## src/rtl/ex_mem_stage.sv

```systemverilog
`default_nettype none
// +------------------------------------------------------------------------+
// | ex_mem_stage : EX/MEM pipeline register with branch/JAL resolution,    |
// |                PC redirect, wrong-path squash and branch statistics.   |
// | Revision     : 1.0                                                     |
// +------------------------------------------------------------------------+
module ex_mem_stage #(
   parameter int DATA_WIDTH     = 32,
   parameter int REG_ADDR_WIDTH = 4,
   parameter int CNT_WIDTH      = 16
) (
   input  logic                      clk,
   input  logic                      rst_n,
   input  logic                      ex_valid,
   output logic                      ex_ready,
   input  logic [DATA_WIDTH-1:0]     alu_out,
   input  logic                      alu_compare,
   input  logic                      ex_is_branch,
   input  logic                      ex_is_jal,
   input  logic [DATA_WIDTH-1:0]     ex_pc_plus4,
   input  logic [DATA_WIDTH-1:0]     ex_imm,
   input  logic [DATA_WIDTH-1:0]     ex_jal_base,
   input  logic [DATA_WIDTH-1:0]     ex_store_data,
   input  logic [REG_ADDR_WIDTH-1:0] ex_rd,
   input  logic                      ex_reg_we,
   input  logic                      ex_mem_we,
   input  logic                      ex_mem_re,
   input  logic                      mem_ready,
   output logic                      mem_valid,
   output logic [DATA_WIDTH-1:0]     mem_result,
   output logic [DATA_WIDTH-1:0]     mem_store_data,
   output logic [REG_ADDR_WIDTH-1:0] mem_rd,
   output logic                      mem_reg_we,
   output logic                      mem_mem_we,
   output logic                      mem_mem_re,
   output logic                      redirect_valid,
   output logic [DATA_WIDTH-1:0]     redirect_pc,
   output logic [CNT_WIDTH-1:0]      br_total,
   output logic [CNT_WIDTH-1:0]      br_taken
);

   logic                      r_mem_valid;
   logic [DATA_WIDTH-1:0]     r_mem_result;
   logic [DATA_WIDTH-1:0]     r_mem_store_data;
   logic [REG_ADDR_WIDTH-1:0] r_mem_rd;
   logic                      r_mem_reg_we;
   logic                      r_mem_mem_we;
   logic                      r_mem_mem_re;
   logic                      r_redirect_valid;
   logic [DATA_WIDTH-1:0]     r_redirect_pc;
   logic [CNT_WIDTH-1:0]      r_br_total;
   logic [CNT_WIDTH-1:0]      r_br_taken;
   logic                      r_shadow;

   logic                      w_ready;
   logic                      w_accept;
   logic                      w_live;
   logic                      w_cond_branch;
   logic                      w_taken;
   logic                      w_redirect;
   logic                      w_shadow_clear;
   logic [DATA_WIDTH-1:0]     w_base;
   logic [DATA_WIDTH-1:0]     w_target;
   logic [DATA_WIDTH-1:0]     w_result;

   assign w_ready        = !r_mem_valid || mem_ready;
   assign w_accept       = ex_valid && w_ready;
   // The slot directly behind a redirect is wrong-path and is squashed.
   assign w_live         = w_accept && !r_shadow;
   assign w_cond_branch  = ex_is_branch && !ex_is_jal;
   assign w_taken        = w_cond_branch && alu_compare;
   assign w_redirect     = w_live && (ex_is_jal || w_taken);
   assign w_shadow_clear = r_shadow && (w_accept || !ex_valid);

   assign w_base   = ex_is_jal ? ex_jal_base : ex_pc_plus4;
   assign w_target = w_base + (ex_imm << 2);
   assign w_result = ex_is_jal ? ex_pc_plus4 : alu_out;

   always_ff @(posedge clk) begin
      if (!rst_n) begin
         r_mem_valid      <= 1'b0;
         r_mem_result     <= '0;
         r_mem_store_data <= '0;
         r_mem_rd         <= '0;
         r_mem_reg_we     <= 1'b0;
         r_mem_mem_we     <= 1'b0;
         r_mem_mem_re     <= 1'b0;
      end else if (w_ready) begin
         if (w_live) begin
            r_mem_valid      <= 1'b1;
            r_mem_result     <= w_result;
            r_mem_store_data <= ex_store_data;
            r_mem_rd         <= ex_rd;
            r_mem_reg_we     <= ex_reg_we;
            r_mem_mem_we     <= ex_mem_we;
            r_mem_mem_re     <= ex_mem_re;
         end else begin
            r_mem_valid  <= 1'b0;
            r_mem_reg_we <= 1'b0;
            r_mem_mem_we <= 1'b0;
            r_mem_mem_re <= 1'b0;
         end
      end
   end

   always_ff @(posedge clk) begin
      if (!rst_n) begin
         r_redirect_valid <= 1'b0;
         r_redirect_pc    <= '0;
         r_shadow         <= 1'b0;
      end else begin
         r_redirect_valid <= w_redirect;
         if (w_redirect) begin
            r_redirect_pc <= {w_target[DATA_WIDTH-1:2], 2'b00};
            r_shadow      <= 1'b1;
         end else if (w_shadow_clear) begin
            r_shadow      <= 1'b0;
         end
      end
   end

   // Saturating statistics; JAL and squashed slots never count.
   always_ff @(posedge clk) begin
      if (!rst_n) begin
         r_br_total <= '0;
         r_br_taken <= '0;
      end else if (w_live && w_cond_branch) begin
         if (r_br_total != {CNT_WIDTH{1'b1}}) begin
            r_br_total <= r_br_total + CNT_WIDTH'(1);
         end
         if (alu_compare && (r_br_taken != {CNT_WIDTH{1'b1}})) begin
            r_br_taken <= r_br_taken + CNT_WIDTH'(1);
         end
      end
   end

   assign ex_ready       = w_ready;
   assign mem_valid      = r_mem_valid;
   assign mem_result     = r_mem_result;
   assign mem_store_data = r_mem_store_data;
   assign mem_rd         = r_mem_rd;
   assign mem_reg_we     = r_mem_reg_we;
   assign mem_mem_we     = r_mem_mem_we;
   assign mem_mem_re     = r_mem_mem_re;
   assign redirect_valid = r_redirect_valid;
   assign redirect_pc    = r_redirect_pc;
   assign br_total       = r_br_total;
   assign br_taken       = r_br_taken;

endmodule
`default_nettype wire

```

## config.mk

```make
export PLATFORM = sky130hd
export DESIGN_NAME = ex_mem_stage
export DESIGN_NICKNAME = d
export VERILOG_FILES = /design/src/rtl/ex_mem_stage.sv
export SDC_FILE = /design/constraint.sdc
export NUM_CORES = 1
export LEC_CHECK = 0
export CAP_MARGIN = 20
export CORE_ASPECT_RATIO = 0.5
export CORE_MARGIN = 1.5
export CORE_UTILIZATION = 40
export CTS_BUF_LIST = sky130_fd_sc_hd__clkbuf_8
export DETAILED_ROUTE_END_ITERATION = 10
export PLACE_DENSITY = 0.79
export SYNTH_ARGS = -nofsm -noshare
export SYNTH_HDL_FRONTEND = slang
export SYNTH_SLANG_ARGS = --single-unit
```

## constraint.sdc

```tcl
create_clock -name clk -period 3.1 [get_ports clk]
set_input_delay 0.31 -clock clk [delete_from_list [all_inputs] [get_ports clk]]
set_output_delay 0.31 -clock clk [all_outputs]
set_load 0.005 [all_outputs]
```

==> flow_summary.ini, run 1 <==
[run_status]
outcome = complete, no violations

[sta]
rsz0062_at_grt = false
setup_viol = 0
fin_skew_ns = 0.0123
slew_viol_final = 0
tns_ns = 0
fin_crit_ns = 2.97
hold_viol = 0
tightest_slew_ns = 1.07
fin_crit_sh_pct = 95.8
fmax_mhz = 337
layout_setup_ws_ns = 0.131
maxSlewHeadroom_pct = 28.9

[final_layout]
nets = 1378
n_antenna_cell = 0
areaGrowthSynthToFinish_pct = 51.6
drive_gt1_share_pct = 8.61
final_util_pct = 63.1
n_fill_cell = 1492

[critical_path]
reg2regPathDepth = 8
arrival_ns = 3.33
worstSetupEndpointType = register
crit_fanout = 4
crit_type = in -> reg
required_ns = 3.47
cp-start-kind = input port

[placed_design]
place_ws_ns = -0.274
gp_congestion = 0.901
numPortBuffers = 305
hpwl_um = 17700

[floorplanning]
die-area_um2 = 19300
core-area_um2 = 17700
die_width_um = 195
initial_core_util_pct = 41.6
io_pins = 312
die_height_um = 98.9
rows = 34

[worst_hold_path]
holdPathStages = 2
hold_path.class = in -> reg

[synthesis]
synth_cell_types = 61
yosys-top-cells-area = dfxtp_1 37%, nand2_1 8.6%, ha_1 5.3%
ys_warn_count = 0
netlist_area_um2 = 7360
syn_inst = 864
ys_seq_elements = 136
ys.flop_type = dfxtp_1
yosysTopAreaCell = dfxtp_1
async_flop_share_pct = 0
synth_top_area_share_pct = 37.0
yosysSeqAreaShare_pct = 37.0
synth_area_per_cell_um2 = 8.52
synth_edf_count = 0

[global_routing]
antenna_found_initial = 0
grt_pass1_vias = 7367
grt_max_degree = 104
grtUsageTotal_pct = 23.4
grt_pass1_wl_um = 36400
overflow = 0

[clock_network]
clkSlewWorstSetupHoldPaths_ns = 0.09
clockBufferDepth = 2
ctsHoldBuffers = 0
cts_made_buffers = 17
post_cts_buffers = 0
ctsResizeCount = 0
clock_latency_ns = 0.44
cts_root_buffer = clkbuf_8
tritoncts = done
cts.sink_count = 136
h-tree-depth = 4

[route]
wl_um = 22700
vias = 7367
drc = 0
wl_per_cell_um = 16.0
drtPass1Iterations = 5
antenna_left = 0
vias_per_cell = 5.19
dr.first_iter.drc_count = 321

[pwr]
leakage_uw = 0.00458
power_density_nw_per_um2 = 417
ir_drop_mv = 0.309

[flow_run]
drv_cap = 0
## layout make-up
| cell class | count | area [um^2] | share of cell area (%) |
|---|---|---|---|
| clock buffer | 19 | 262 | 2.34 |
| inverter | 16 | 60.1 | 0.538 |
| multi-input combinational | 663 | 4380 | 39.3 |
| timing repair buffer | 338 | 3320 | 29.7 |
| sequential | 136 | 2720 | 24.4 |
| clock inverter | 13 | 120 | 1.08 |
| tap | 234 | 293 | 2.62 |
## cells in the mapped netlist, types with 7 or more instances
| master | n |
|---|---|
| and2_1 | 16 |
| a21oi_1 | 53 |
| nor2_1 | 45 |
| clkbuf_1 | 38 |
| nand3_1 | 15 |
| mux2_2 | 28 |
| or3_1 | 7 |
| nor3_1 | 7 |
| a21boi_0 | 22 |
| a21o_1 | 9 |
| o211a_1 | 34 |
| xor2_1 | 27 |
| ha_1 | 31 |
| mux2i_1 | 35 |
| inv_1 | 16 |
| o21ai_0 | 33 |
| dfxtp_1 | 136 |
| nand2_1 | 168 |
| o21ai_1 | 16 |
| xnor2_1 | 23 |
| buf_1 | 8 |
| nand4_1 | 20 |
## logic make-up after synthesis
logic type / after synthesis / synth area share [%]
other cells: 1 / 0.0510
fa+ha+maj: 32 / 5.54
buf+inv: 66 / 3.59
mux: 64 / 9.20
compound gates: 205 / 19.0
xor+xnor: 50 / 5.95
simple gates: 310 / 19.7
flops: 136 / 37.0
## worst max-delay path, stage by stage
cell and delay (ns):
clkdlybuf4s50_1 0.48, mux2_2 0.15, ha_1 0.15, inv_1 0.05, fa_1 0.38, nand2b_1 0.18, a21o_1 0.20, a31oi_2 0.19
a211oi_1 0.15, or3_1 0.41, a21oi_1 0.22, mux2_1 0.35, o211ai_1 0.09
## flip-flops by register name, indices dropped and copies added, names as in the netlist, 4 cells and up
signal and count:
redirect_pc 30, mem_rd 4, br_taken 16, mem_result 32
mem_store_data 32, br_total 16
## placed cells by master, fill, tap and decap left out, drive strengths merged, types with 8 or more instances in the layout
master / netlist / routed
a21boi: 22 / 22
a21o: 9 / 9
a21oi: 53 / 53
and2: 16 / 16
buf: 12 / 35
clkbuf: 38 / 19
clkdlybuf4s50: 0 / 303
dfxtp: 136 / 136
ha: 31 / 31
inv: 16 / 22
mux2: 29 / 29
mux2i: 35 / 35
nand2: 168 / 168
nand3: 16 / 16
nand4: 20 / 20
nor2: 45 / 45
nor3: 8 / 8
o211a: 35 / 35
o21ai: 49 / 49
xnor2: 23 / 23
xor2: 27 / 27
## routing by layer
layer	GRT usage, %	wire length (um)
met3	5.20	1080
met1	27.5	9720
met2	42.3	11300
met5	0	0
met4	8.23	591
## per-stage QoR
| step | total power [uW] | instance area, um^2 | std cells | hold slack [ns] |
|---|---|---|---|---|
| 2_1_floorplan | 2580 | 7370 | 865 | 0.442 |
| 3_3_place_gp | 3210 | 10800 | 1387 | 0.441 |
| 3_5_place_dp | 3240 | 10800 | 1387 | 0.448 |
| 4_1_cts | 4690 | 11200 | 1419 | 0.317 |
| 5_1_grt | 4900 | 11200 | 1419 | 0.354 |
| 6_report | 4650 | 11200 | 1419 | 0.342 |
## path summary, 6_finish.rpt
path / start / endpoint / slack, ns
min: rst_n / mem_result[4] / 0.34
min reg2reg: mem_rd[0] / mem_rd[0] / 0.46
max: ex_pc_plus4[2] / redirect_pc[26] / 0.13
max reg2reg: r_shadow / br_taken[15] / 0.78
## report_power, final
part	internal, uW	total (uW)	switching, uW
registers	1860	1910	57.3
clock network	683	1440	760
logic	718	1290	573
(Power assumes the default switching activity.)
==> inputs of run 2 (changes only) <==
--- a/config.mk
+++ b/config.mk
@@ -5,13 +5,13 @@
 export SDC_FILE = /design/constraint.sdc
 export NUM_CORES = 1
 export LEC_CHECK = 0
+export ABC_AREA = 1
 export CAP_MARGIN = 20
 export CORE_ASPECT_RATIO = 0.5
-export CORE_MARGIN = 1.5
 export CORE_UTILIZATION = 40
 export CTS_BUF_LIST = sky130_fd_sc_hd__clkbuf_8
 export DETAILED_ROUTE_END_ITERATION = 10
-export PLACE_DENSITY = 0.79
+export PLACE_DENSITY = 0.76
 export SYNTH_ARGS = -nofsm -noshare
 export SYNTH_HDL_FRONTEND = slang
 export SYNTH_SLANG_ARGS = --single-unit
==> run 2 against run 1 <==
  * The flow now finishes with violations (design-rule violations)
  * Global-route usage is 1.6 points higher
  * Sequential share of layout area is 1.7 points lower
  * Routed wire length is 19% higher
  * Critical endpoint is now redirect_pc[30]
  * Sequential power hardly changed
  * Maximum frequency is 22% higher
  * Register-to-register slack better by 0.29 ns
  * Flip-flop and latch count stayed put
  * Cell count is 33% higher
  * Largest cell class unchanged
  * Highest routed layer unchanged
==> flow_summary.ini, run 2 <==
[final_layout]
final_cells = 1886
multiInputGateArea_um2 = 4690
nets = 1813
n_antenna_cell = 0
final_cell_mix = 439 x nand2_1, 303 x clkdlybuf4s50_1, 163 x inv_1, 148 x nor2_1, 136 x dfxtp_1
layout_commonest_cell = nand2_1
drive_gt1_share_pct = 5.19
n_fill_cell = 1925
areaGrowthSynthToFinish_pct = 43.5
regArea_um2 = 2720

[pwr]
combPwrFrac_pct = 27.1
p_switching_uw = 1580
leakage_uw = 0.00540
ir_drop_mv = 0.246
p_int_uw = 3400
power_density_nw_per_um2 = 416
swShare_pct = 31.7
power_frac_clock_pct = 34.0
sequentialPowerShare_pct = 38.9

[critical_path]
crit_type = in -> reg
critPathTopFamily = simple AND/OR/NAND/NOR gates
cpMostUsedCell = nand3_1
arrival_ns = 2.78
crit_path_cell_trace = clkdlybuf4s50_1, nand2_1, nand2_1, ha_1, inv_1, fa_1, inv_1, nand3_1, nand3_1, nand3_1, nand3_1, nand2_1, nand3_1, nand2_1, nor2_1, nor2_1
crit_fanout = 4
cp-start-kind = input port
cp_slowest_stage_delay_ns = 0.47
worstSetupEndpointType = register
path_buf_inv = 3
required_ns = 3.45
cpMaxStageDelayCell = clkdlybuf4s50_1

[clock_network]
ctsHoldBuffers = 0
cts.sink_count = 136
clockBufferDepth = 2
post_cts_buffers = 0
ctsResizeCount = 0
clock_latency_ns = 0.46
h-tree-depth = 4
clkSlewWorstSetupHoldPaths_ns = 0.10
cts_made_buffers = 17
cts_root_buffer = clkbuf_8
tritoncts = done

[global_routing]
antenna_found_initial = 0
grt_pass1_vias = 9060
grt_pass1_wl_um = 43300
grtUsageTotal_pct = 25.0
overflow = 0
grt_max_degree = 104

[route]
vias = 9395
wl_per_cell_um = 14.3
drc = 22
dr.first_iter.drc_count = 635
wl_um = 27000
vias_per_cell = 4.98
drtPass1Iterations = 8
antenna_left = 0

[floorplanning]
die_width_um = 206
io_pins = 312
rows = 36
core-area_um2 = 20000
die_height_um = 104
initial_core_util_pct = 41.8
die-area_um2 = 21500

[sta]
slew_viol_final = 0
maxSlewHeadroom_pct = 34.8
tightest_slew_ns = 0.978
layout_setup_ws_ns = 0.675
fin_skew_ns = 0.0157
fmax_mhz = 412
whs_ns = 0.204
hold_viol = 0
fin_crit_sh_pct = 78.2
rsz0062_at_grt = false
tns_ns = 0
setup_viol = 0
fin_crit_ns = 2.43

[synthesis]
synth.most_common_cell = nand2_1
async_flop_share_pct = 0
synth_top_area_share_pct = 32.6
synth_area_per_cell_um2 = 6.29
synthTopCellsByCount = 439 x nand2_1, 164 x inv_1, 148 x nor2_1, 136 x dfxtp_1, 97 x o21ai_0
netlist_area_um2 = 8340
ys_seq_elements = 136
yosysSeqAreaShare_pct = 32.6
synth_cell_types = 47
ys_warn_count = 0
syn_inst = 1326
yosys-top-cells-area = dfxtp_1 33%, nand2_1 20%, inv_1 7.4%
ys.flop_type = dfxtp_1
yosysTopAreaCell = dfxtp_1
synth_edf_count = 0

[run_status]
outcome = finished, violations left
violations = design-rule violations

[worst_hold_path]
hold_path.class = in -> reg

[flow_run]
drv_cap = 0

[placed_design]
gp_congestion = 0.931
numPortBuffers = 305
dp_cells = 1854
place_ws_ns = 0.289
hpwl_um = 20700
run 2: cell count changes in the layout (fill, tap and decap cells not counted), sizes merged, moves of 31 or more:
cell,delta
nand2,+277
inv,+155
nor2,+113
o21ai,+51
nand3,+49
mux2i,-35
o211a,-35
a31oi,+31
run 2: cell type report:
cell class / count / share of cell area (%)
clock buffers: 19 / 2.18
inverters: 172 / 5.48
multi-input cells: 967 / 39.2
well taps: 266 / 2.78
clock inverters: 13 / 1.52
flip-flops and latches: 136 / 22.7
repair buffers: 313 / 26.1
run 2: path summary, 6_finish.rpt:
path | slack [ns] | to | startpoint | depth (start not counted)
setup / recovery | 0.67 | redirect_pc[30] | ex_jal_base[2] | 16
hold / removal | 0.20 | mem_result[3] | ex_is_jal | 3
setup reg to reg | 1.07 | mem_result[17] | mem_valid | 8
hold reg to reg | 0.47 | mem_mem_we | mem_mem_we | 2
run 2: tightest hold or removal path, cell delays in order:
cell and delay (ns):
buf_2 0.17, nand2_1 0.08, a31oi_1 0.07
run 2: layer usage:
metal	GRT usage [%]	vias to the layer above	part of all wire, %
met5	0	-	0
met4	10.8	0	3.3
met3	5.14	69	5.6
met2	45.2	306	49
met1	28.3	4265	42
li1	-	4755	-
run 2: metrics by stage:
stage          util, %  cell area, um^2  total power (uW)
2_1_floorplan        -             8350              2670
3_3_place_gp      57.8            11500              3300
3_5_place_dp      57.8            11500              3320
4_1_cts           60.0            12000              5020
5_1_grt           60.0            12000              5260
6_report          60.0            12000              4980
run 2: power groups by stage:
stage,Clock (uW),Combinational [uW],Sequential [uW]
3_3_place_gp,0,1320,1970
2_1_floorplan,0,692,1980
6_report,1690,1350,1940
5_1_grt,1810,1500,1950
3_5_place_dp,0,1340,1980
4_1_cts,1730,1350,1940
run 2: kinds of logic (layout without fill, tap and decap cells):
family,count (synthesis),count (layout),synth area share (%)
AND/OR/NAND/NOR,704,704,35.1
buffers and inverters,224,517,11.2
AO/OA/AOI/OAI,214,214,14.6
flip-flops,136,136,32.6
adder cells (fa/ha/maj),32,32,4.89
XOR/XNOR,15,15,1.57
other,1,2,0.0450
